**src/rtl/intdstagent.sv**
```systemverilog
// Per-core interrupt destination agent: acknowledges controller requests over the
// memory-mapped port, delivers the retrieved id to the core and mirrors its enable.
module intdstagent #(
  parameter int ARCHBITSZ = 32,
  parameter int DSTID     = 0,
  parameter int ADDRBITSZ = ARCHBITSZ - $clog2(ARCHBITSZ/8),
  parameter logic [ADDRBITSZ-1:0] INTCTRLADDR = '0
) (
  input  logic                   clk_i,
  input  logic                   rst_i,
  output logic [1:0]             pi1_op_o,
  output logic [ADDRBITSZ-1:0]   pi1_addr_o,
  output logic [ARCHBITSZ-1:0]   pi1_data_o,
  input  logic [ARCHBITSZ-1:0]   pi1_data_i,
  output logic [ARCHBITSZ/8-1:0] pi1_sel_o,
  input  logic                   pi1_rdy_i,
  input  logic                   intrqstdst_i,
  output logic                   intrdydst_o,
  output logic                   intbestdst_o,
  input  logic                   core_inten_i,
  input  logic                   core_halted_i,
  output logic                   core_intrqst_o,
  output logic [ARCHBITSZ-1:0]   core_intid_o,
  input  logic                   core_intack_i
);

  localparam logic [1:0] OP_NOP = 2'b00;
  localparam logic [1:0] OP_RW  = 2'b11;
  localparam logic [ARCHBITSZ-4:0] DST_ID = (ARCHBITSZ-3)'(DSTID);
  localparam logic [ARCHBITSZ-1:0] ID_SWI      = '1;
  localparam logic [ARCHBITSZ-1:0] ID_SPURIOUS = {{(ARCHBITSZ-1){1'b1}}, 1'b0};

  typedef enum logic [2:0] {IDLE, ACKREQ, ACKRSP, ENREQ, ENRSP, DELIVER} state_t;

  state_t               state;
  logic                 ensent;
  logic [ARCHBITSZ-1:0] cmd;

  // en is taken from the core at launch; the registered copy keeps it stable across stalls
  assign cmd          = {DST_ID, core_inten_i, 2'b00};
  assign pi1_addr_o   = INTCTRLADDR;
  assign pi1_sel_o    = '1;
  assign intrdydst_o  = (state == IDLE) && core_inten_i && ensent;
  assign intbestdst_o = intrdydst_o && core_halted_i;

  always_ff @(posedge clk_i) begin
    if (rst_i) begin
      state          <= IDLE;
      ensent         <= 1'b0;
      pi1_op_o       <= OP_NOP;
      pi1_data_o     <= '0;
      core_intrqst_o <= 1'b0;
      core_intid_o   <= '0;
    end else begin
      case (state)
        IDLE: begin
          if (intrqstdst_i) begin
            state      <= ACKREQ;
            pi1_op_o   <= OP_RW;
            pi1_data_o <= cmd;
          end else if (core_inten_i != ensent) begin
            state      <= ENREQ;
            pi1_op_o   <= OP_RW;
            pi1_data_o <= cmd;
          end
        end
        ACKREQ, ENREQ: begin
          if (pi1_rdy_i) begin
            ensent     <= pi1_data_o[2];
            pi1_op_o   <= OP_NOP;
            pi1_data_o <= '0;
            state      <= (state == ACKREQ) ? ACKRSP : ENRSP;
          end
        end
        ACKRSP: begin
          if (pi1_rdy_i) begin
            if (pi1_data_i == ID_SPURIOUS) begin
              state <= IDLE;
            end else begin
              // all-ones (software interrupt) passes through unchanged like a source index
              core_intid_o   <= (pi1_data_i == ID_SWI) ? ID_SWI : pi1_data_i;
              core_intrqst_o <= 1'b1;
              state          <= DELIVER;
            end
          end
        end
        ENRSP: begin
          if (pi1_rdy_i) state <= IDLE;
        end
        DELIVER: begin
          if (core_intack_i) begin
            core_intrqst_o <= 1'b0;
            state          <= IDLE;
          end
        end
        default: state <= IDLE;
      endcase
    end
  end

endmodule

```
**config.mk**
```make
export PLATFORM = sky130hd
export DESIGN_NAME = intdstagent
export DESIGN_NICKNAME = d
export VERILOG_FILES = /design/src/rtl/intdstagent.sv
export SDC_FILE = /design/constraint.sdc
export NUM_CORES = 1
export LEC_CHECK = 0
export BUFFER_PORTS_ARGS = -buffer_cell sky130_fd_sc_hd__clkbuf_2
export CAP_MARGIN = 0
export CORE_ASPECT_RATIO = 0.9
export CORE_UTILIZATION = 40
export DETAILED_ROUTE_END_ITERATION = 6
export PLACE_DENSITY = 0.79
export SLEW_MARGIN = 20
export SYNTH_ARGS = -nofsm -noshare
export SYNTH_HDL_FRONTEND = slang
export SYNTH_SLANG_ARGS = --single-unit
```
**constraint.sdc**
```tcl
create_clock -name clk_i -period 3.1 [get_ports clk_i]
set_input_delay 0.155 -clock clk_i [delete_from_list [all_inputs] [get_ports clk_i]]
set_output_delay 0.155 -clock clk_i [all_outputs]
set_load 0.03 [all_outputs]
```
==> summary.txt <==
Layout
  – P&R area growth vs syn: 11.7%
  – Inserted Diodes: 0
  – Filler cells: 542
  – Final #Nets: 372
  – Area of the multi-input gates: 1120 µm²
  – Register area: 781 µm²
  – Share of layout cells above drive strength 1: 28.1%

STA
  – Tmin final: 2230 ps
  – Clock Skews: 4.36 ps
  – Relative slew slack: 32.1%
  – Tcrit/Tclk final: 72.0%
  – RSZ-0062 raised after global routing: false
  – Hold Vio Cnt, Final: 0
  – Count of pins over their slew limit: 0
  – Hold slack: 98.6 ps
  – Final Setup Violations: 0
  – Setup TNS: 0 ps
  – FMAX: 448 MHz
  – Worst Tran Pin Value: 1020 ps

Drt
  – Final ANT Viol Nets: 0
  – Starting DRT DRC Count: 56
  – Routed WL per cell: 10.9 µm
  – Final WL: 4.36 mm
  – DR pass1 iterations: 4
  – # DRC: 0
  – Vias per inst: 4.44
  – Vias: 1779

Critical path
  – Slowest stage delay, CP: 840 ps
  – Cell Chain, Critical Path: nand2_2 -> a2111oi_4 -> buf_4 -> mux2i_1
  – Setup crit start kind: flop
  – R2r worst-path depth: 4
  – Reg2Reg Capture Point: core_intid_o[20]
  – CP required: 3320 ps
  – Crit path DAT: 2450 ps
  – CP endpoint kind: flop
  – Crit Reg-Reg Startpoint: state[1]
  – Slowest CP cell: a2111oi_4
  – CP Max Fanout: 23
  – Top cell family by delay on the critical path: compound AO/OA/AOI/OAI gates
  – WP buf/inv: 1
  – Setup CP Type: flop to flop
  – FF-to-FF setup slack: 870 ps

Global routing
  – Total track usage: 14.5%
  – First-pass GRT wire length: 6.49 mm
  – Via count of the first global-routing pass: 1431
  – Initial antenna violation count: 0
  – GR Overflow Total: 0
  – Largest net degree at the start of global routing: 68

Hold path
  – Worst Min Path Start: pi1_data_i[29]
  – Hold Path Class: input pin to flop
  – Hold Crit Depth: 3
  – Hold endpoint: core_intid_o[29]

Synthesis
  – FF+latch count, synth: 39
  – Number of flops mapped to enable cells by yosys: 0
  – Synthesis Warnings: 0
  – Share of the synthesized area in the top cell type: 34.8%
  – Post-Syn Area: 2240 µm²
  – Synth area leader: dfxtp_1
  – FFs w/ async S/R, synth: 0%
  – Area contributors post-synth: dfxtp_1 (35%), buf_4 (22%), mux2i_1 (14%)
  – Synth Instances: 264
  – Top FF cell, synth: dfxtp_1
  – Cell variety after synth: 32
  – Avg Inst Size Synth: 8.50 µm²
  – Top post-synthesis cells by count: nand2_1 (69), buf_4 (66), dfxtp_1 (39)
  – Register area share after synthesis: 34.8%
  – Most common cell in the netlist: nand2_1

Clock tree
  – Clk_lat worst skew: 290 ps
  – Total clock buffers created by CTS: 5
  – Clock buffer depth: 2
  – Post-CTS Setup Bufs: 0
  – CTS root buffer: clkbuf_8
  – CTS clk-pin slew, worst paths: 80 ps
  – CTS tree: yes
  – CTS resizes: 0
  – Post-CTS Hold Fix Bufs: 0
  – Clock sinks: 39
  – H-Tree Depth: 2

Floorplan
  – Site Rows: 25
  – Io pins: 142
  – DIE HEIGHT: 73.0 µm
  – Horiz. Die Dim: 80.9 µm
  – Core Footprint: 5320 µm²
  – Starting Density: 42.2%
  – Die area: 5910 µm²

Status
  – Status: complete, no violations

Run
  – MaxCap Viol Count: 0

Place
  – Routability cong.: 0.735
  – Hpwl dp: 3.35 mm
  – Buffers added on ports: 76

Power and ir drop
  – Pwr dens: 536 nW/µm²
  – Peak supply drop: 291 µV
  – Leakage: 1.20 nW
==> through the flow <==
stage                     setup slack [ps]  std cells  instance area (µm²)  util, %  power, mW
after floorplan                       1600        327                 2480        -      0.910
after global placement                 923        393                 2390     44.9      0.914
after detailed placement               881        393                 2390     44.9      0.919
after CTS                              855        401                 2510     47.1       1.36
after global routing                   688        401                 2510     47.1       1.41
final                                  867        401                 2510     47.1       1.34
==> power by group <==
part,internal (mW),leakage (nW),switching [mW]
clock network,0.260,0.0612,0.175
registers,0.534,0.316,0.0327
logic,0.0890,0.819,0.252
==> per-layer routing <==
metal	track usage (%)	part of all wire, %
met5	0	0
met4	4.76	1.1
met3	4.75	8.0
met1	18.7	46
met2	22.7	45
==> layout by cell type, fill, tap and decap left out, drive strengths merged, types with 2 or more instances in the layout <==
cell type	instances
a2111oi	2
a31o	2
clkbuf	82
o21ai	3
a21oi	2
nand2	70
mux2i	32
nand4	7
a31oi	2
inv	3
nor4	3
dfxtp	39
nor2	6
conb	65
==> worst max-delay path by stage <==
stage,start,to,depth (start not counted)
CTS,state[1],core_intid_o[11],4
global route,state[1],core_intid_o[19],4
detailed placement,state[1],core_intid_o[11],4
finish,state[1],core_intid_o[20],4
global placement,pi1_data_i[12],core_intid_o[24],6
floorplan,state[1],core_intid_o[0],4
==> state kept, by name, indices dropped and copies added (netlist names) <==
register        count
core_intid_o       32
state               3
core_intrqst_o      1
ensent              1
pi1_data_o          1
pi1_op_o            1
==> kinds of logic after synthesis <==
logic type	Yosys count	synth area share [%]
DFF	39	34.8
AOI/OAI and AO/OA	17	6.25
and+or+nand+nor	92	18.3
xor gates and xnor gates	1	0.390
muxes	32	14.3
buffers and inverters	81	25.6
other	2	0.335
==> layout make-up <==
cell class,count,area share [%]
Tap cell,67,3.34
Multi-Input combinational cell,207,44.9
Sequential cell,39,31.2
Timing Repair Buffer,77,15.5
Inverter,3,0.449
Clock buffer,6,3.30
Clock inverter,2,1.40
==> tightest hold or removal path, cell delays in order <==
cell	delay [ps]
clkbuf_2	90
nand2_1	50
mux2i_1	50
(Power assumes the default switching activity.)
